`config.mk`:
```
export PLATFORM = sky130hd
export DESIGN_NAME = svm_feature_packer
export DESIGN_NICKNAME = d
export VERILOG_FILES = /design/src/rtl/svm_feature_packer.sv
export SDC_FILE = /design/constraint.sdc
export NUM_CORES = 1
export LEC_CHECK = 0
export CORE_MARGIN = 1
export CORE_UTILIZATION = 40
export DETAILED_ROUTE_END_ITERATION = 8
export GPL_TIMING_DRIVEN = 0
export MAX_ROUTING_LAYER = met4
export SETUP_SLACK_MARGIN = 0.02
export SYNTH_ARGS = -nofsm -noshare
export SYNTH_HDL_FRONTEND = slang
export SYNTH_SLANG_ARGS = --single-unit
```
`constraint.sdc`:
```
create_clock -name clk -period 2.5 [get_ports clk]
set_clock_uncertainty 0.2 [all_clocks]
set_input_delay 0.25 -clock clk [delete_from_list [all_inputs] [get_ports clk]]
set_output_delay 0.25 -clock clk [all_outputs]
set_load 0.02 [all_outputs]
```
`src/rtl/svm_feature_packer.sv`:
```
// svm_feature_packer
//   Front end of the V3 SVM classifier. Takes raw unsigned sensor samples one
//   per handshake, quantizes each one to FEAT_W bits (right shift, then
//   saturate), and packs N_FEAT of them into the flat vector that feeds the
//   classifier's combinational inp bus. The design is double-buffered: a fill
//   buffer collects the next frame while the output register holds the
//   previous frame for the classifier.
//
// Ports
//   clk        rising-edge clock
//   rst_n      asynchronous active-low reset (released synchronously upstream)
//   s_valid    raw sample valid
//   s_ready    packer can accept a sample (registered)
//   s_data     raw unsigned sample
//   s_last     marks the final sample of a frame
//   m_valid    packed frame valid
//   m_ready    classifier consumes the frame
//   m_data     packed features; feature k at [k*FEAT_W +: FEAT_W]
//   frame_err  one-cycle pulse: a malformed frame was dropped
//   state_dbg  current FSM state (0 FILL, 1 FULL, 2 DISCARD)
//
// Handshake: a transfer happens on a rising edge where valid and ready are
// both high. The source holds valid and data steady until that edge. Valid
// never waits for ready. s_ready comes from a flop and never depends
// combinationally on m_ready.
module svm_feature_packer #(
  parameter int N_FEAT = 6,
  parameter int FEAT_W = 5,
  parameter int RAW_W  = 8,
  parameter int SHIFT  = 3
) (
  input  logic                     clk,
  input  logic                     rst_n,
  input  logic                     s_valid,
  output logic                     s_ready,
  input  logic [RAW_W-1:0]         s_data,
  input  logic                     s_last,
  output logic                     m_valid,
  input  logic                     m_ready,
  output logic [N_FEAT*FEAT_W-1:0] m_data,
  output logic                     frame_err,
  output logic [1:0]               state_dbg
);

  localparam int VEC_W = N_FEAT * FEAT_W;
  localparam int CNT_W = (N_FEAT > 1) ? $clog2(N_FEAT) : 1;
  localparam logic [CNT_W-1:0] LAST_IDX = CNT_W'(N_FEAT - 1);
  localparam logic [RAW_W-1:0] SAT_RAW  = RAW_W'((1 << FEAT_W) - 1);

  typedef enum logic [1:0] {
    ST_FILL    = 2'd0,
    ST_FULL    = 2'd1,
    ST_DISCARD = 2'd2
  } state_t;

  state_t             state_q, state_d;
  logic [CNT_W-1:0]   cnt_q, cnt_d;
  logic [VEC_W-1:0]   fill_q, fill_d;
  logic [VEC_W-1:0]   data_q, data_d;
  logic               valid_q, valid_d;
  logic               err_q, err_d;
  logic               ready_q;

  logic               accept;
  logic               consume;
  logic [RAW_W-1:0]   shifted;
  logic [FEAT_W-1:0]  q;
  logic [VEC_W-1:0]   fill_written;

  assign accept  = s_valid & ready_q;
  assign consume = valid_q & m_ready;

  // Quantize: shift first, then clamp anything above the largest FEAT_W code.
  always_comb begin
    shifted = s_data >> SHIFT;
    if (shifted > SAT_RAW) q = '1;
    else                   q = shifted[FEAT_W-1:0];
  end

  // The fill buffer with the incoming sample placed at slot cnt. On the
  // completing accept, this vector (not fill_q) goes to the output so the
  // last sample is included without an extra cycle.
  always_comb begin
    fill_written = fill_q;
    for (int k = 0; k < N_FEAT; k++) begin
      if (cnt_q == CNT_W'(k)) fill_written[k*FEAT_W +: FEAT_W] = q;
    end
  end

  // State register, together with the datapath registers it controls.
  always_ff @(posedge clk or negedge rst_n) begin
    if (!rst_n) begin
      state_q <= ST_FILL;
      cnt_q   <= '0;
      fill_q  <= '0;
      data_q  <= '0;
      valid_q <= 1'b0;
      err_q   <= 1'b0;
      ready_q <= 1'b1;
    end else begin
      state_q <= state_d;
      cnt_q   <= cnt_d;
      fill_q  <= fill_d;
      data_q  <= data_d;
      valid_q <= valid_d;
      err_q   <= err_d;
      ready_q <= (state_d != ST_FULL);
    end
  end

  // Next-state and datapath update.
  always_comb begin
    state_d = state_q;
    cnt_d   = cnt_q;
    fill_d  = fill_q;
    data_d  = data_q;
    valid_d = consume ? 1'b0 : valid_q;
    err_d   = 1'b0;
    case (state_q)
      ST_FILL: begin
        if (accept) begin
          if (cnt_q == LAST_IDX) begin
            cnt_d = '0;
            if (s_last) begin
              // Complete frame: go straight to the output if it is free or
              // being emptied this edge; otherwise park it in the fill buffer.
              if (!valid_q || m_ready) begin
                data_d  = fill_written;
                valid_d = 1'b1;
                fill_d  = '0;
              end else begin
                fill_d  = fill_written;
                state_d = ST_FULL;
              end
            end else begin
              // Too many samples: drop, then skip to the next s_last.
              fill_d  = '0;
              err_d   = 1'b1;
              state_d = ST_DISCARD;
            end
          end else if (s_last) begin
            // Too few samples: drop the partial frame.
            cnt_d  = '0;
            fill_d = '0;
            err_d  = 1'b1;
          end else begin
            cnt_d  = cnt_q + 1'b1;
            fill_d = fill_written;
          end
        end
      end
      ST_FULL: begin
        if (consume) begin
          data_d  = fill_q;
          valid_d = 1'b1;
          fill_d  = '0;
          state_d = ST_FILL;
        end
      end
      ST_DISCARD: begin
        if (accept && s_last) state_d = ST_FILL;
      end
      default: state_d = ST_FILL;
    endcase
  end

  // Outputs are taken directly from registers.
  always_comb begin
    s_ready   = ready_q;
    m_valid   = valid_q;
    m_data    = data_q;
    frame_err = err_q;
    state_dbg = state_q;
  end

endmodule
```
### Yosys cells after proc, flatten, opt, wreduce, memory -nomap -nowiden

Cells that the tools add are included.
Widths: inputs -> output; s select.

* flip-flop bits (word level): 68
* input bits: 13
* output and inout port bits: 35
* word-level logic and storage cells: 74

* $add $sub $neg: 1
* order comparisons: 1
* equal/unequal tests: 13
* multiplexer cells: 41
* bitwise logic cells: 2
* reduce and logical (&&, ||, !) cells: 9

Operator list (count)
* $mux 30: 11
* $pmux 30 s2: 2
* $mux 5: 7
* $mux 2: 6
* $mux 1: 11
* $ne 2x2->1 const B: 5
* $eq 3x2->1 const B: 2
* $eq 3x3->1 const B: 2
* $mux 3: 2
* $pmux 2 s3: 1
* $reduce_and 6->1: 1
* $gt 5x5->1 const B: 1
* $add 3x1->3 const B: 1
* $eq 3x1->1 const B: 1
* $logic_not 3->1: 1
* $reduce_and 3->1: 1
* $and 1x1->1: 2
* $eq 2x1->1 const B: 1
* $eq 2x2->1 const B: 1
* $logic_not 2->1: 1
* $ne 2x1->1 const B: 1
* $pmux 1 s2: 1
* $reduce_and 2->1: 1
* $reduce_bool 2->1: 1
* 3 further kinds: 3

### Longest topological paths before layout

Gate-level depths: netlist of run 1.

* word-level depth: 8
* depth in mapped cells: 7
* gate-level depth less buffers: 6

### Worst setup path before layout of run 1

Ideal clock, no wire load.

* kind: reg-to-reg
* start: register cnt_q[1]
* end: register data_q[26] (netlist: m_data[26])
* library setup time: 128 ps
* arrival: 1744 ps
* setup slack: 429 ps
* cell stages (with the launch flop): 7
* buffers on the path: 0
* clock period less this slack: 2071 ps
* cells stage by stage: dfrtp_1 -> inv_1 -> ha_1 -> nand2_1 -> nor2_1 -> mux2_2 -> mux2_1

* word-level cells in the longest chain between the ends: 7

Ends and longest elaborated chain
* start: declaration: RTL line 57 `logic [CNT_W-1:0] cnt_q, cnt_d;`
* start signal: assignment: RTL line 102 `cnt_q <= cnt_d;`
* $eq 3x3->1 *: RTL line 86, 122
* $mux 5: RTL line 86 `if (cnt_q == CNT_W'(k)) fill_written[k*FEAT_W +: FEAT_W] = q;`
* $mux 30: RTL line 127 `if (!valid_q || m_ready) begin`
* $mux 30: RTL line 124 `if (s_last) begin`
* $mux 30: RTL line 122 `if (cnt_q == LAST_IDX) begin`
* $mux 30: RTL line 121 `if (accept) begin`
* $pmux 30 s2: RTL line 119 `case (state_q)`
* end signal: assignment: RTL line 104 `data_q <= data_d;`
* end: declaration: RTL line 59 `logic [VEC_W-1:0] data_q, data_d;`

Mark *: on every way between the ends. The rest lies on a longest branch, timed or not. The select of a mux whose other input is x is not followed.
A chain may end at the register's enable or synchronous reset.

### Worst setup path after layout of run 1

* start: register cnt_q[1]
* end: register data_q[28] (netlist: m_data[28])

Same word-level chain as after synthesis.

==> summary.md, run 1 <==
| Metric | Value |
|---|---|
| Worst Path Max Fanout | `7` |
| Flops & latches, synth | `68` |
| Reg power frac | `46.0%` |
| Hold Violations, Final | `0` |
| CTS buffer count | `9` |
| Compound-Gate Fraction of Synth Area | `14.4%` |
| Pre-CTS setup slack | `0.125 ns` |
| Fin crit period | `2.28 ns` |
| DRT iter0 DRCs | `91` |
| Clock transition at the registers of the reported paths | `0.08 ns` |
| First-pass GRT wire length | `11.0 mm` |
| EDFF count, synth | `0` |
| Area grow syn2layout | `24.1%` |
| Post-CTS setup buffers | `0` |
| Initial core utilization | `41.5%` |
| Die X-Extent | `91.8 um` |
| CTS Buffer Depth | `2` |
| Final Power | `2.66 mW` |
| CP startpoint | `cnt_q[1]$_DFFE_PN0P_` |
| Fillers | `686` |
| Clock Latency Late Sink | `0.34 ns` |
| DP HPWL | `4.28 mm` |
| Critical Path RT | `2.52 ns` |
| Vias in the first global route | `2062` |
| Grt ovf | `0` |
| Syn_area_per_cell | `13.8 um2` |
| Max VDD drop | `0.345 mV` |
| Synth warn | `0` |
| Sw power | `726 uW` |
| Final net count | `306` |
| First-pass detailed-route iteration total | `4` |
| Worst path depth | `6` |
| Area share of fa/ha/maj cells after synthesis | `1.94%` |
| Hold Crit Class | `in -> reg` |
| Critical path's slowest cell | `dfrtp_1` |
| Unrepaired setup endpoints after global routing | `no` |
| Row count | `32` |
| Worst path buffer plus inverter count | `1` |
| Area fraction in and, or, nand and nor cells after synthesis | `7.45%` |
| Run status | `finished, final reports clean` |
| Mapped Cells | `233` |
| Final antenna-violating net count | `0` |
| CP max stage delay | `0.43 ns` |
| Design Area, Final | `0.00400 mm2` |
| CTS tree | `yes` |
| Post-synth design cell area | `0.00322 mm2` |
| Via count | `2022` |
| WHS | `0.0158 ns` |
| Final wirelength | `6.36 mm` |
| Clk network pwr share | `35.9%` |
| Fraction of layout cells with a size suffix above 1 | `28.0%` |
| # clock sinks | `68` |
| CP Launch Type | `flip-flop` |
| Cells on worst reg2reg path | `6` |
| Worst R2R End | `m_data[28]$_DFFE_PN0P_` |
| Initial antenna violation count | `0` |
| I/O pins | `48` |
| Post-synthesis mux area share | `21.0%` |
| Vias/cell | `5.12` |
| Diode count | `0` |
| Total die area | `0.00842 mm2` |
| Root Driver | `clkbuf_8` |
| Max Clk Rate | `439 MHz` |
| Final worst-path cycle share | `91.1%` |
| Register-to-register setup slack | `0.22 ns` |
| Max_slew headroom | `42.6%` |
| Synth Area in XOR/XNOR | `0%` |
| Total track usage | `17.3%` |
| Setup ws final | `0.221 ns` |
| RR Startpoint | `cnt_q[1]$_DFFE_PN0P_` |
| Post-place instance area | `0.00378 mm2` |
| Final setup viols | `0` |
| Core ar. | `0.00777 mm2` |
| Switch share | `27.3%` |
| Worst-margin pin slew | `0.861 ns` |
| Primary FF master, synth | `dfrtp_1` |
| DRC | `0` |
| GP Congestion | `0.793` |
| Critical Path Sink | `m_data[28]$_DFFE_PN0P_` |
| Crit end category | `flip-flop` |
| Worst setup path category | `reg -> reg` |
| Largest net degree at the start of global routing | `69` |
| Port bufs | `43` |
| Async set-reset flop share out of synthesis | `100%` |
| Drt wl/cell | `16.1 um` |
| Synthesized Nets | `251` |
| Final slew viol count | `0` |
| Htree depth | `3` |
| CP arrival | `2.30 ns` |
| Max-cap violations | `0` |
| Cell family with most CP delay | `multiplexers` |
| Largest family of logic cells by synthesized area | `multiplexers` |
| Setup TNS Final | `0 ns` |
| Netlist cell types | `40` |
| Leak Pwr | `1.90 nW` |
| Die height | `91.8 um` |
| Pwr/cell area | `665 mW/mm2` |
| Comb pwr share | `18.1%` |
| Crit path cell chain | `inv_1, ha_1, nand2_1, nor2_2, mux2_2, mux2_1` |
| Internal power | `1.93 mW` |
| Part of the Yosys area used for sequential elements | `52.8%` |
## Yosys cell counts, types with 2 or more instances
| library cell | count | area [um2] |
|---|---|---|
| o21ai_4 | 3 | 48.8 |
| a22o_1 | 31 | 272 |
| and2b_2 | 2 | 17.5 |
| a21oi_1 | 3 | 15.0 |
| ha_1 | 5 | 62.6 |
| nor3b_2 | 2 | 25.0 |
| nor3b_1 | 2 | 15.0 |
| a21o_1 | 3 | 22.5 |
| nor2_1 | 7 | 26.3 |
| nand2_1 | 7 | 26.3 |
| clkbuf_1 | 5 | 18.8 |
| buf_4 | 5 | 37.5 |
| inv_1 | 5 | 18.8 |
| o21ai_2 | 2 | 17.5 |
| mux2_1 | 21 | 236 |
| dfrtp_1 | 67 | 1680 |
| nand3_1 | 2 | 10.0 |
| mux2_2 | 39 | 439 |
## routing by layer
metal	part of all wire [%]	vias up	global-route usage, %	wire [um]
met2	43	45	23.6	2710
met4	1.2	0	5.08	78
met1	52	994	26.0	3320
li1	-	974	-	-
met5	0	-	-	0
met3	3.9	9	3.15	246
## power groups by stage
| stage | Sequential (mW) | Combinational [mW] | Clock (mW) |
|---|---|---|---|
| finish | 1.22 | 0.482 | 0.956 |
| global route | 1.23 | 0.529 | 1.02 |
| CTS | 1.22 | 0.490 | 0.975 |
| detailed placement | 1.24 | 0.486 | 0 |
| global placement | 1.24 | 0.486 | 0 |
| floorplan | 1.27 | 0.288 | 0 |
## worst register-to-register path, cell delays in order, from the launching register on
cell	delay, ns
dfrtp_1	0.43
inv_1	0.10
ha_1	0.30
nand2_1	0.17
nor2_2	0.31
mux2_2	0.37
mux2_1	0.28
## area by class of cell
class,instances,area [um2],share of cell area [%]
sequential,68,1700,42.5
multi-input combinational,149,1440,36.1
timing repair buffer,44,438,10.9
clock buffer,11,151,3.78
tap,102,128,3.19
buffer,11,61.3,1.53
clock inverter,5,58.8,1.47
inverter,5,18.8,0.469
## state kept, by name, indices dropped and copies added (netlist names)
signal,flops
m_data,30
fill_q,30
m_valid,1
frame_err,1
cnt_q,3
state_dbg,2
s_ready,1
## cell usage in the layout, fill, tap and decap left out, drive strengths merged, types with 5 or more instances in the layout
master	instances
dfrtp	67
mux2	60
clkdlybuf4s50	42
a22o	31
clkbuf	16
nor2	8
nand2	7
buf	7
inv	6
o21ai	6
ha	5
## worst min path at each step
stage	startpoint	endpoint	cells after the start
after global placement	m_data[28]$_DFFE_PN0P_	m_data[28]$_DFFE_PN0P_	1
final	s_last	state_dbg[1]$_DFF_PN0_	2
after CTS	s_last	state_dbg[1]$_DFF_PN0_	2
after detailed placement	rst_n	state_dbg[1]$_DFF_PN0_	1
after global routing	s_last	state_dbg[1]$_DFF_PN0_	2
after floorplan	rst_n	cnt_q[0]$_DFFE_PN0P_	0
## per-stage QoR
step / cells / util (%)
after detailed placement: 378 / 48.7
after global routing: 395 / 51.5
final: 395 / 51.5
after CTS: 395 / 51.5
after global placement: 378 / 48.7
after floorplan: 233 / -
## timing repair
action / in CTS / in global routing
hold buffers: 1 / 0
endpoints found under the hold margin: 67 / 0
gates resized for setup: 0 / 1
setup endpoints to repair: 0 / 5
## kinds of logic after synthesis
family / count (synthesis)
buffers and inverters: 16
AND/OR/NAND/NOR: 33
multiplexers: 60
flip-flops: 68
AO/OA/AOI/OAI: 51
adder cells (fa/ha/maj): 5
Power figures use the tool's default switching activity.
==> run 2, diff against run 1 <==
Settings changed: SETUP_SLACK_MARGIN 0.02 to 0.2.
==> summary.md, run 2 (same netlist as run 1, synthesis figures left out) <==
| Metric | Value |
|---|---|
| Run status | `finished, final reports clean (unchanged)` |
| Final worst-path cycle share | `85.9% (was 91.1%)` |
| CP Launch Type | `flip-flop (unchanged)` |
| Htree depth | `3 (unchanged)` |
| CTS tree | `yes (unchanged)` |
| Routed met3 length | `228 um (was 246 um)` |
| Core ar. | `0.00777 mm2 (unchanged)` |
| Total die area | `0.00842 mm2 (unchanged)` |
| Internal power | `1.94 mW (was 1.93 mW)` |
| Hold Crit Class | `in -> reg (unchanged)` |
| Clock Latency Late Sink | `0.34 ns (about the same)` |
| Initial core utilization | `41.5% (unchanged)` |
| Comb pwr share | `18.2% (was 18.1%)` |
| DP HPWL | `4.28 mm (unchanged)` |
| Pwr/cell area | `662 mW/mm2 (was 665 mW/mm2)` |
| Clk network pwr share | `35.9% (about the same)` |
| I/O pins | `48 (unchanged)` |
| Via count | `2022 (unchanged)` |
| Switch share | `27.3% (about the same)` |
| Final slew viol count | `0 (unchanged)` |
| Fin crit period | `2.15 ns (was 2.28 ns)` |
| Worst path buffer plus inverter count | `1 (unchanged)` |
| Max-cap violations | `0 (unchanged)` |
| First-pass detailed-route iteration total | `4 (unchanged)` |
| Sw power | `725 uW (was 726 uW)` |
| Clock transition at the registers of the reported paths | `0.08 ns (about the same)` |
| Fraction of layout cells with a size suffix above 1 | `29.0% (was 28.0%)` |
| Max Clk Rate | `465 MHz (was 439 MHz)` |
| Pre-CTS setup slack | `0.125 ns (unchanged)` |
| Wl on met1 | `3.34 mm (was 3.32 mm)` |
| Initial antenna violation count | `0 (unchanged)` |
| Final Power | `2.66 mW (about the same)` |
| Area grow syn2layout | `24.6% (was 24.1%)` |
| Total track usage | `17.2% (was 17.3%)` |
| Commonest non-fill, non-tap cell in the layout | `dfrtp_1 (unchanged)` |
| Max_slew headroom | `42.2% (was 42.6%)` |
| CTS Buffer Depth | `2 (unchanged)` |
| Die height | `91.8 um (unchanged)` |
| Row count | `32 (unchanged)` |
| Final antenna-violating net count | `0 (unchanged)` |
| Metal2 WL | `2.72 mm (was 2.71 mm)` |
| Cell family with most CP delay | `multiplexers (unchanged)` |
| CP arrival | `2.17 ns (was 2.30 ns)` |
| Hold Violations, Final | `0 (unchanged)` |
| CTS buffer count | `9 (unchanged)` |
| Largest net degree at the start of global routing | `69 (unchanged)` |
| Crit path cell chain | `inv_1, ha_2, nand2_1, nor2_4, mux2_2, mux2_1 (was inv_1, ha_1, nand2_1, nor2_2, mux2_2, mux2_1)` |
| Unrepaired setup endpoints after global routing | `no (unchanged)` |
| Reg power frac | `46.0% (about the same)` |
| Vias/cell | `5.12 (unchanged)` |
| Top sig layer | `met4 (unchanged)` |
| Die X-Extent | `91.8 um (unchanged)` |
| Final setup viols | `0 (unchanged)` |
| Worst-margin pin slew | `0.867 ns (was 0.861 ns)` |
| Drt wl/cell | `16.1 um (about the same)` |
| # clock sinks | `68 (unchanged)` |
| Setup ws final | `0.352 ns (was 0.221 ns)` |
| Most frequent cells in the layout | `dfrtp_1 (67), clkdlybuf4s50_1 (42), mux2_2 (39) (unchanged)` |
| Critical Path RT | `2.52 ns (about the same)` |
| Grt ovf | `0 (unchanged)` |
| Leak Pwr | `1.90 nW (about the same)` |
| Worst setup path category | `reg -> reg (unchanged)` |
| DRC | `0 (unchanged)` |
| First-pass GRT wire length | `11.0 mm (about the same)` |
| Crit end category | `flip-flop (unchanged)` |
| Root Driver | `clkbuf_8 (unchanged)` |
| Port bufs | `43 (unchanged)` |
| DRT iter0 DRCs | `98 (was 91)` |
| Diode count | `0 (unchanged)` |
| Final wirelength | `6.37 mm (was 6.36 mm)` |
| CP max stage delay | `0.43 ns (about the same)` |
| GP Congestion | `0.793 (unchanged)` |
| Critical path's slowest cell | `dfrtp_1 (unchanged)` |
| Post-CTS setup buffers | `0 (unchanged)` |
| Max VDD drop | `0.345 mV (about the same)` |
| Vias in the first global route | `2061 (was 2062)` |
| Final net count | `306 (unchanged)` |
| Worst Path Max Fanout | `7 (unchanged)` |
[run 2: cell count changes in the layout (fill, tap and decap cells not counted)]
cell     delta
ha_1        -1
o22ai_1     -1
o22ai_2     +1
nor2_4      +1
nor2_1      -1
ha_2        +1
[run 2: final timing paths]
| kind | startpoint | endpoint | slack [ns] | cells after the start |
|---|---|---|---|---|
| min in group asynchronous | rst_n | state_dbg[0]$_DFF_PN0_ | 0.35 | 2 |
| setup / recovery | cnt_q[1]$_DFFE_PN0P_ | m_data[28]$_DFFE_PN0P_ | 0.35 | 6 |
| max in group asynchronous | rst_n | m_data[1]$_DFFE_PN0P_ | 1.16 | 2 |
| hold / removal | s_last | state_dbg[1]$_DFF_PN0_ | 0.02 | 2 |
| setup reg to reg | cnt_q[1]$_DFFE_PN0P_ | m_data[28]$_DFFE_PN0P_ | 0.35 | 6 |
| hold reg to reg | m_data[23]$_DFFE_PN0P_ | m_data[23]$_DFFE_PN0P_ | 0.29 | 1 |
[run 2: final cells by class]
type                            count  area (um2)
Tap cell                          102         128
Clock inverter                      5        58.8
Sequential cell                    68        1700
Buffer                             11        61.3
Timing Repair Buffer               44         438
Multi-Input combinational cell    149        1460
Inverter                            5        18.8
Clock buffer                       11         151
Fill cell                         688        3750
[run 2: timing repair]
action,CTS,global route
endpoints found under the setup margin,5,40
hold buffers,1,0
endpoints found under the hold margin,67,0
gates resized for setup,1,4
[run 2: worst register-to-register path, cell delays in order (launching register included)]
cell,delay [ns]
dfrtp_1,0.43
inv_1,0.11
ha_2,0.26
nand2_1,0.17
nor2_4,0.23
mux2_2,0.36
mux2_1,0.28
[run 2: per-layer routing]
metal / global-route usage [%] / up-vias
met5: - / -
met4: 5.08 / 0
met3: 3.15 / 9
met2: 23.6 / 39
met1: 25.9 / 1003
li1: - / 971
[run 2: power by group through the flow]
stage	clock, mW	sequential [mW]	combinational (mW)
5_1_grt	1.02	1.23	0.531
6_report	0.955	1.22	0.483
3_3_place_gp	0	1.24	0.486
4_1_cts	0.975	1.22	0.490
3_5_place_dp	0	1.24	0.486
2_1_floorplan	0	1.27	0.288
[run 2: through the flow]
step           std cells  hold WS [ns]  instance area [um2]  utilization, %  setup TNS [ns]
6_report             395        0.0159                 4020            51.7               0
3_3_place_gp         378         0.274                 3780            48.7          -96.34
3_5_place_dp         378         0.225                 3780            48.7               0
4_1_cts              395       0.00949                 4000            51.5               0
5_1_grt              395        0.0350                 4020            51.7               0
2_1_floorplan        233        -0.246                 3220               -               0
==> run 3, diff against run 2 <==
Settings changed: MAX_ROUTING_LAYER met4 to unset.
==> summary.md, run 3 (same netlist as run 1, synthesis figures left out) <==
| Metric | Value |
|---|---|
| Run status | `finished, final reports clean (unchanged)` |
| Initial core utilization | `41.5% (unchanged)` |
| Vias/cell | `5.12 (unchanged)` |
| RR Startpoint | `cnt_q[1]$_DFFE_PN0P_ (unchanged)` |
| Root Driver | `clkbuf_8 (unchanged)` |
| Total track usage | `16.7% (was 17.2%)` |
| Fraction of layout cells with a size suffix above 1 | `29.0% (unchanged)` |
| Grt ovf | `0 (unchanged)` |
| Die height | `91.8 um (unchanged)` |
| Clock Latency Late Sink | `0.34 ns (about the same)` |
| Crit end category | `flip-flop (unchanged)` |
| Die X-Extent | `91.8 um (unchanged)` |
| Max Clk Rate | `466 MHz (was 465 MHz)` |
| Clock transition at the registers of the reported paths | `0.08 ns (about the same)` |
| DP HPWL | `4.28 mm (unchanged)` |
| Critical Path RT | `2.52 ns (about the same)` |
| Final setup viols | `0 (unchanged)` |
| Final antenna-violating net count | `0 (unchanged)` |
| Commonest non-fill, non-tap cell in the layout | `dfrtp_1 (unchanged)` |
| First-pass GRT wire length | `11.0 mm (about the same)` |
| Final Power | `2.66 mW (about the same)` |
| Worst R2R End | `m_data[28]$_DFFE_PN0P_ (unchanged)` |
| Setup ws final | `0.354 ns (was 0.352 ns)` |
| Pwr/cell area | `661 mW/mm2 (was 662 mW/mm2)` |
| Post-CTS setup buffers | `0 (unchanged)` |
| Max VDD drop | `0.345 mV (about the same)` |
| Max-cap violations | `0 (unchanged)` |
| Critical Path Sink | `m_data[28]$_DFFE_PN0P_ (unchanged)` |
| Fin crit period | `2.15 ns (about the same)` |
| CP startpoint | `cnt_q[1]$_DFFE_PN0P_ (unchanged)` |
| Worst setup path category | `reg -> reg (unchanged)` |
| Drt wl/cell | `16.1 um (about the same)` |
| Worst-margin pin slew | `0.867 ns (about the same)` |
| Pre-CTS setup slack | `0.125 ns (unchanged)` |
| Worst Path Max Fanout | `7 (unchanged)` |
| Final wirelength | `6.36 mm (was 6.37 mm)` |
| CTS buffer count | `9 (unchanged)` |
| Final net count | `306 (unchanged)` |
| Most frequent cells in the layout | `dfrtp_1 (67), clkdlybuf4s50_1 (42), mux2_2 (39) (unchanged)` |
| Initial antenna violation count | `0 (unchanged)` |
| Unrepaired setup endpoints after global routing | `no (unchanged)` |
| DRT iter0 DRCs | `100 (was 98)` |
| Htree depth | `3 (unchanged)` |
| Cells on worst reg2reg path | `6 (unchanged)` |
| Final slew viol count | `0 (unchanged)` |
| Diode count | `0 (unchanged)` |
| Port bufs | `43 (unchanged)` |
| Area grow syn2layout | `24.6% (unchanged)` |
| CP Launch Type | `flip-flop (unchanged)` |
| Row count | `32 (unchanged)` |
| Largest net degree at the start of global routing | `69 (unchanged)` |
| Max_slew headroom | `42.2% (about the same)` |
| Hold Violations, Final | `0 (unchanged)` |
| # clock sinks | `68 (unchanged)` |
| Hold Crit Class | `in -> reg (unchanged)` |
| First-pass detailed-route iteration total | `4 (unchanged)` |
| DRC | `0 (unchanged)` |
| CTS tree | `yes (unchanged)` |
| Vias in the first global route | `2057 (was 2061)` |
| Final worst-path cycle share | `85.8% (was 85.9%)` |
| Register-to-register setup slack | `0.35 ns (about the same)` |
| Leak Pwr | `1.90 nW (unchanged)` |
| Total die area | `0.00842 mm2 (unchanged)` |
| I/O pins | `48 (unchanged)` |
| GP Congestion | `0.782 (was 0.793)` |
| CP arrival | `2.16 ns (was 2.17 ns)` |
| Core ar. | `0.00777 mm2 (unchanged)` |
| CTS Buffer Depth | `2 (unchanged)` |
| Via count | `2022 (unchanged)` |
[run 3: cell counts in the layout (fill, tap and decap cells not counted)]
No cell type changed its count.
[run 3: metal layers]
metal	up-vias	track usage (%)	wire [um]
met3	5	3.40	225
li1	974	-	-
met2	39	23.7	2740
met5	-	0	0
met1	1004	25.6	3340
met4	0	5.08	51
[run 3: timing repair]
item,4_1_cts,5_1_grt
endpoints found under the hold margin,67,0
cloned,0,0
endpoints found under the setup margin,5,40
hold buffers,1,0
resized for setup,1,4
[run 3: stage by stage]
step | utilization [%] | area [um2] | instances | hold slack (ns) | setup TNS, ns
6_report | 51.7 | 4020 | 395 | 0.0246 | 0
5_1_grt | 51.7 | 4020 | 395 | 0.0350 | 0
4_1_cts | 51.5 | 4000 | 395 | 0.00949 | 0
3_5_place_dp | 48.7 | 3780 | 378 | 0.225 | 0
3_3_place_gp | 48.7 | 3780 | 378 | 0.274 | -96.34
2_1_floorplan | - | 3220 | 233 | -0.246 | 0
[run 3: how the worst min path moves through the flow]
stage,startpoint,endpoint,cells past startpoint
4_1_cts,s_last,state_dbg[1]$_DFF_PN0_,2
3_5_place_dp,rst_n,state_dbg[1]$_DFF_PN0_,1
5_1_grt,s_last,state_dbg[1]$_DFF_PN0_,2
6_report,s_last,state_dbg[1]$_DFF_PN0_,2
2_1_floorplan,rst_n,cnt_q[0]$_DFFE_PN0P_,0
3_3_place_gp,m_data[28]$_DFFE_PN0P_,m_data[28]$_DFFE_PN0P_,1
[run 3: layout make-up]
type                    instances  area, um2
repair buffers                 44        438
plain buffers                  11       61.3
well taps                     102        128
flip-flops and latches         68       1700
fillers                       688       3750
inverters                       5       18.8
clock buffers                  11        151
multi-input cells             149       1460
clock inverters                 5       58.8
[run 3: worst max-delay path: stages, from the launching register on]
cell and delay (ns):
dfrtp_1 0.43, inv_1 0.10, ha_2 0.26, nand2_1 0.17, nor2_4 0.23, mux2_2 0.35
mux2_1 0.28
[run 3: report_power, final]
group	internal (mW)	switching [mW]
registers	1.18	0.0455
logic	0.241	0.242
clock network	0.517	0.435
total	1.94	0.722
